**src/rtl/router_in_port_if.sv**
```systemverilog
// Link bundle between a node endpoint / switch allocator and a router input port.
// The node and allocator drive put/payload/grant; the port drives the rest.
interface router_in_port_if #(
  parameter int NPORTS = 4
);
  logic              put;
  logic [7:0]        payload;
  logic              free;
  logic [31:0]       out_pkt;
  logic              out_valid;
  logic [NPORTS-1:0] out_req;
  logic              grant;
  logic              err;

  modport master (
    output put, payload, grant,
    input  free, out_pkt, out_valid, out_req, err
  );

  modport slave (
    input  put, payload, grant,
    output free, out_pkt, out_valid, out_req, err
  );
endinterface

```
**src/rtl/router_in_port.sv**
```systemverilog
// Router input port: byte-serial receive, 32-bit packet FIFO, route decode.
// Optional ROUTER_IN_PKT_COUNT_EN adds a 16-bit completed-packet counter.
module router_in_port #(
  parameter int          DEPTH     = 4,
  parameter int          NPORTS    = 4,
  parameter logic [31:0] ROUTE_MAP = 32'h0000_0000
) (
  input logic clk,
  input logic rst_b,
  router_in_port_if.slave link
`ifdef ROUTER_IN_PKT_COUNT_EN
  ,
  output logic [15:0] pkt_count
`endif
);
  localparam int AW = $clog2(DEPTH);
  localparam logic [AW:0] FULL = (AW+1)'(DEPTH);
  localparam logic [AW:0] ONE  = (AW+1)'(1);

  typedef enum logic {IDLE, RECV} state_e;

  state_e        state_q, state_d;
  logic [1:0]    cnt_q, cnt_d;
  logic [23:0]   shift_q, shift_d;
  logic [AW-1:0] wptr_q, wptr_d;
  logic [AW-1:0] rptr_q, rptr_d;
  logic [AW:0]   occ_q, occ_d;
  logic          free_q, free_d;
  logic          err_q, err_d;
  logic          wr, pop;
  logic          proto_err, map_err;
  logic [31:0]   wdata;
  logic [31:0]   head;
  logic [1:0]    port_idx;
  logic [31:0]   mem_q [DEPTH];

  // Receive FSM: assemble four bytes, flag protocol violations.
  always_comb begin
    state_d   = state_q;
    cnt_d     = cnt_q;
    shift_d   = shift_q;
    wr        = 1'b0;
    proto_err = 1'b0;
    wdata     = {shift_q, link.payload};
    unique case (state_q)
      IDLE: begin
        if (link.put) begin
          if (free_q) begin
            shift_d = {16'h0, link.payload};
            cnt_d   = 2'd1;
            state_d = RECV;
          end else begin
            proto_err = 1'b1;
          end
        end
      end
      RECV: begin
        if (!link.put) begin
          proto_err = 1'b1;
          cnt_d     = 2'd0;
          state_d   = IDLE;
        end else begin
          shift_d = {shift_q[15:0], link.payload};
          if (cnt_q == 2'd3) begin
            wr      = 1'b1;
            cnt_d   = 2'd0;
            state_d = IDLE;
          end else begin
            cnt_d = cnt_q + 2'd1;
          end
        end
      end
      default: state_d = IDLE;
    endcase
  end

  // Buffer bookkeeping; free only when idle with a slot left after this edge.
  always_comb begin
    pop    = link.grant && link.out_valid;
    wptr_d = wr  ? wptr_q + 1'b1 : wptr_q;
    rptr_d = pop ? rptr_q + 1'b1 : rptr_q;
    occ_d  = occ_q;
    if (wr && !pop)
      occ_d = occ_q + ONE;
    else if (!wr && pop)
      occ_d = occ_q - ONE;
    free_d = (state_d == IDLE) && (occ_d < FULL);
  end

  // Head packet presentation and output-port request decode.
  always_comb begin
    link.out_valid = (occ_q != '0);
    head           = mem_q[rptr_q];
    link.out_pkt   = link.out_valid ? head : 32'h0;
    port_idx       = ROUTE_MAP[{link.out_pkt[27:24], 1'b0} +: 2];
    map_err        = link.out_valid && (int'(port_idx) >= NPORTS);
    for (int p = 0; p < NPORTS; p++)
      link.out_req[p] = link.out_valid && (int'(port_idx) == p);
    link.free      = free_q;
    link.err       = err_q;
    err_d          = err_q | proto_err | map_err;
  end

  // Control state registers.
  always_ff @(posedge clk or negedge rst_b) begin
    if (!rst_b) begin
      state_q <= IDLE;
      cnt_q   <= 2'd0;
      shift_q <= 24'h0;
      wptr_q  <= '0;
      rptr_q  <= '0;
      occ_q   <= '0;
      free_q  <= 1'b1;
      err_q   <= 1'b0;
    end else begin
      state_q <= state_d;
      cnt_q   <= cnt_d;
      shift_q <= shift_d;
      wptr_q  <= wptr_d;
      rptr_q  <= rptr_d;
      occ_q   <= occ_d;
      free_q  <= free_d;
      err_q   <= err_d;
    end
  end

  // Packet storage; contents are qualified by occupancy so need no reset.
  always_ff @(posedge clk) begin
    if (wr)
      mem_q[wptr_q] <= wdata;
  end

`ifdef ROUTER_IN_PKT_COUNT_EN
  logic [15:0] pkt_count_q;

  // Completed-packet counter, wraps naturally.
  always_ff @(posedge clk or negedge rst_b) begin
    if (!rst_b)
      pkt_count_q <= 16'h0;
    else if (wr)
      pkt_count_q <= pkt_count_q + 16'h1;
  end

  assign pkt_count = pkt_count_q;
`endif

endmodule

```
**src/flat_wrapper.sv**
```systemverilog
// flat-port wrapper written by rule: the top's interface ports become plain ports
module router_in_port_flat 
#(
  parameter int          DEPTH     = 4,
  parameter int          NPORTS    = 4,
  parameter logic [31:0] ROUTE_MAP = 32'h0000_0000
)
  (clk, rst_b, link_put, link_payload, link_grant, link_free, link_out_pkt, link_out_valid, link_out_req, link_err);
  router_in_port_if #(.NPORTS(NPORTS)) link_i ();
  input logic clk;
  input logic rst_b;
  input wire logic [$bits(link_i.put)-1:0] link_put;
  input wire logic [$bits(link_i.payload)-1:0] link_payload;
  input wire logic [$bits(link_i.grant)-1:0] link_grant;
  output wire logic [$bits(link_i.free)-1:0] link_free;
  output wire logic [$bits(link_i.out_pkt)-1:0] link_out_pkt;
  output wire logic [$bits(link_i.out_valid)-1:0] link_out_valid;
  output wire logic [$bits(link_i.out_req)-1:0] link_out_req;
  output wire logic [$bits(link_i.err)-1:0] link_err;
  assign link_i.put = link_put;
  assign link_i.payload = link_payload;
  assign link_i.grant = link_grant;
  assign link_free = link_i.free;
  assign link_out_pkt = link_i.out_pkt;
  assign link_out_valid = link_i.out_valid;
  assign link_out_req = link_i.out_req;
  assign link_err = link_i.err;
  router_in_port #(.DEPTH(DEPTH), .NPORTS(NPORTS), .ROUTE_MAP(ROUTE_MAP)) u_core (.clk(clk), .rst_b(rst_b), .link(link_i));
endmodule
```
**config.mk**
```make
export PLATFORM = sky130hd
export DESIGN_NAME = router_in_port_flat
export DESIGN_NICKNAME = d
export VERILOG_FILES = /design/src/rtl/router_in_port_if.sv /design/src/rtl/router_in_port.sv /design/src/flat_wrapper.sv
export SDC_FILE = /design/constraint.sdc
export NUM_CORES = 1
export LEC_CHECK = 0
export CAP_MARGIN = 20
export CORE_UTILIZATION = 35
export CTS_CLUSTER_SIZE = 28
export DETAILED_ROUTE_END_ITERATION = 7
export HOLD_SLACK_MARGIN = 0.08
export MAX_ROUTING_LAYER = met4
export PLACE_DENSITY = 0.6
export SLEW_MARGIN = 15
export SYNTH_ARGS = -nofsm -noshare
export SYNTH_HDL_FRONTEND = slang
export SYNTH_SLANG_ARGS = --single-unit
```
**constraint.sdc**
```tcl
create_clock -name clk -period 2 [get_ports clk]
set_input_delay 0.3 -clock clk [delete_from_list [all_inputs] [get_ports clk]]
set_output_delay 0.3 -clock clk [all_outputs]
set_load 0.005 [all_outputs]
```
==> flow_summary.ini <==
[clock_network]
cts_made_buffers = 17
cts_sinks = 164
clock_path_buffers = 2
clk_pin_slew_ns = 0.06
cts-root-buf = clkbuf_16
cts_tree = done
cts_max_level = 4
clk_latency_ns = 0.42

[route]
wl_um = 12200
routedWlPerCell_um = 18.4
via_per_inst = 4.80
dr.pass1.iters = 4
initialDrtViolationCount = 167
remaining_drc_errors = 0
vias = 3180
drt.antenna.violating_nets = 0

[synthesis]
synth-seq-cells = 164
synth-seq-area-share = 0.738
synth-xor-area-share = 0.00408
synth_area_per_cell_um2 = 20.0
synth.yosys.warnings = 0
synth-async-reset-ratio = 0.220
muxShareOfSynthArea = 0.132
ys_types = 32
synthAdderAreaFrac = 0.0195
synth_edf_count = 128
synth-compound-area-share = 0.0309
syn-instance-count = 322
synth_top_family_by_area = multiplexers
synth-simple-area-share = 0.0477
syn_area_um2 = 6430
synth-main-ff-cell = edfxtp_1

[sta]
skew_ns = 0.00948
setup_violations = 32
finalHoldViolCount = 0
setup_ws_ns = -0.236
rsz0062_at_grt = yes
clock.fmax_mhz = 447
drv_slew = 0
finalCritPeriodShare = 1.12
relSlewSlack = 0.608
final.min_clock_period_ns = 2.24
hold_ws_ns = 0.411
tightest_slew_ns = 0.588

[die]
initial_utilization = 0.358
ios = 51
dieWidth_um = 138
die-area_um2 = 18900
std_cell_rows = 49
die_y_um = 138
coreArea_um2 = 18000

[min_path]
min_path_type = in2async

[global_route]
grt_pass1_wl_um = 19000
grt_pass1_vias = 3407
grt_max_degree = 28
track_usage = 0.145
antenna_found_initial = 0
gr-total-overflow = 0

[finish]
drive_gt1_frac = 0.420
layout_commonest_cell = edfxtp_1
fill_cells = 1510
multi_input_area_um2 = 1580
final_cell_mix = edfxtp_1 (128), buf_6 (42), dfrtp_1 (34), mux4_2 (32), and2_4 (25)
areaGrowthSynthToFinish_pct = 28.3
fin_cells = 662
fin_nets = 442
finalInstanceArea_um2 = 8260
seq_area_um2 = 4750
n_antenna_cell = 0

[power]
power_frac_seq = 0.392
comb_power_share = 0.358
power_w = 0.0121
power_density_nw_per_um2 = 1460
power.share.clock = 0.250
vdd_drop_max_mv = 0.639
p_switching_w = 0.00316
p_int_w = 0.00891
leakagePower_nw = 3.09
switching_share = 0.262

[setup_path]
crit_required_ns = 1.70
crit_top_cell = buf_6
path_cells = buf_12 -> buf_6 -> mux4_2 -> and2_4 -> buf_6
end_kind = output pin
arrival_ns = 1.94
worst_r2r_path_depth = 9
crit_end = link_out_pkt[16]
crit_start = u_core.rptr_q[0]
r2r_end = u_core.link.free
rrSetupSlack_ns = 0.15
critPathSlowestCell = mux4_2
timing.setup.critical_path_class = reg2out
timing.rr.start = u_core.occ_q[0]
cp_slowest_stage_delay_ns = 0.50
cp-start-kind = flop
critPathMaxFanout = 7

[place]
dp_hpwl_um = 7270
gp_congestion = 0.684
io_buffer_count = 47
place_area_um2 = 7350
dp_cells = 607
place_ws_ns = -0.124

[job]
cap_violations = 0

[status]
violations = setup timing
status = complete, but fails checks
==> repair_timing <==
action                                  in CTS  in global routing
pin swaps                                   32                  0
hold endpoints to repair                    19                  0
gates cloned                                 1                  1
endpoints found under the setup margin      34                 35
setup buffers                               22                  1
hold buffers                                 1                  0
resized for setup                          192                 17
==> flip-flops by register name, summed over array words and instances (netlist names) <==
register          cells
u_core.cnt_q          2
u_core.link.err       1
u_core.link.free      1
u_core.mem_q        128
u_core.occ_q          3
u_core.rptr_q         2
u_core.shift_q       24
u_core.state_q        1
u_core.wptr_q         2
==> layout make-up <==
type,count,share of cell area
clock buffers,26,0.0605
clock inverters,6,0.00667
inverters,7,0.00318
multi-input cells,134,0.191
flip-flops and latches,164,0.575
well taps,229,0.0347
repair buffers,96,0.129
==> worst max-delay path, delay by kind of cell (launching register included) <==
kind | cells | cell delay (ns)
buffers and inverters | 3 | 0.37
DFF | 1 | 0.49
muxes | 1 | 0.50
and+or+nand+nor | 1 | 0.17
==> metal layers <==
metal | track usage | routed length [um] | part of all wire | vias up
met5 | - | 0 | 0 | -
li1 | - | - | - | 1448
met2 | 0.239 | 6420 | 0.53 | 75
met3 | 0.0342 | 495 | 0.041 | 15
met4 | 0.0495 | 142 | 0.012 | 0
met1 | 0.175 | 5140 | 0.42 | 1642
==> power by group through the flow <==
stage	registers (W)	logic [W]	clock network, W
floorplan	0.00462	0.00199	0
global placement	0.00475	0.00340	0
detailed placement	0.00480	0.00344	0
CTS	0.00474	0.00420	0.00309
global route	0.00481	0.00468	0.00322
finish	0.00474	0.00432	0.00302
==> Yosys cell counts, types with 2 or more instances <==
library cell | number | share of area
a22o_1 | 16 | 0.022
nor2_1 | 2 | 0.0012
a21oi_1 | 3 | 0.0023
buf_2 | 5 | 0.0039
clkbuf_1 | 5 | 0.0029
buf_12 | 3 | 0.0093
xnor2_1 | 3 | 0.0041
o21ai_0 | 2 | 0.0016
nand2b_1 | 2 | 0.0019
ha_1 | 10 | 0.019
and3_1 | 5 | 0.0049
nand2_1 | 5 | 0.0029
mux4_1 | 4 | 0.016
inv_1 | 7 | 0.0041
mux4_2 | 28 | 0.098
and2_1 | 32 | 0.031
dfrtp_1 | 35 | 0.14
buf_4 | 5 | 0.0058
a211oi_1 | 2 | 0.0023
mux2_2 | 9 | 0.016
edfxtp_1 | 128 | 0.60
==> worst min path at each step <==
stage | from | slack [ns] | endpoint | depth (start not counted)
floorplan | rst_b | 0.004 | u_core.cnt_q[0] | 0
detailed placement | rst_b | 0.34 | u_core.occ_q[1] | 1
finish | rst_b | 0.41 | u_core.link.err | 2
global placement | rst_b | 0.34 | u_core.link.err | 1
global route | rst_b | 0.46 | u_core.state_q | 2
CTS | rst_b | 0.43 | u_core.occ_q[1] | 2
==> cell families (layout without fill, tap and decap cells) <==
| kind of cell | Yosys count | count (layout) |
|---|---|---|
| DFF | 164 | 164 |
| and+or+nand+nor | 51 | 51 |
| muxes | 42 | 42 |
| buffers and inverters | 26 | 135 |
| AOI/OAI and AO/OA | 25 | 25 |
| adders and majority gates | 10 | 10 |
| xor gates and xnor gates | 3 | 3 |
| other | 1 | 3 |
==> per-stage QoR <==
stage	setup TNS, ns	util
floorplan	0	-
global placement	-1.77	0.409
detailed placement	-2.05	0.409
CTS	-7.52	0.456
global route	-8.33	0.460
finish	-6.12	0.460
No activity file was read; power rests on OpenSTA's default activity.
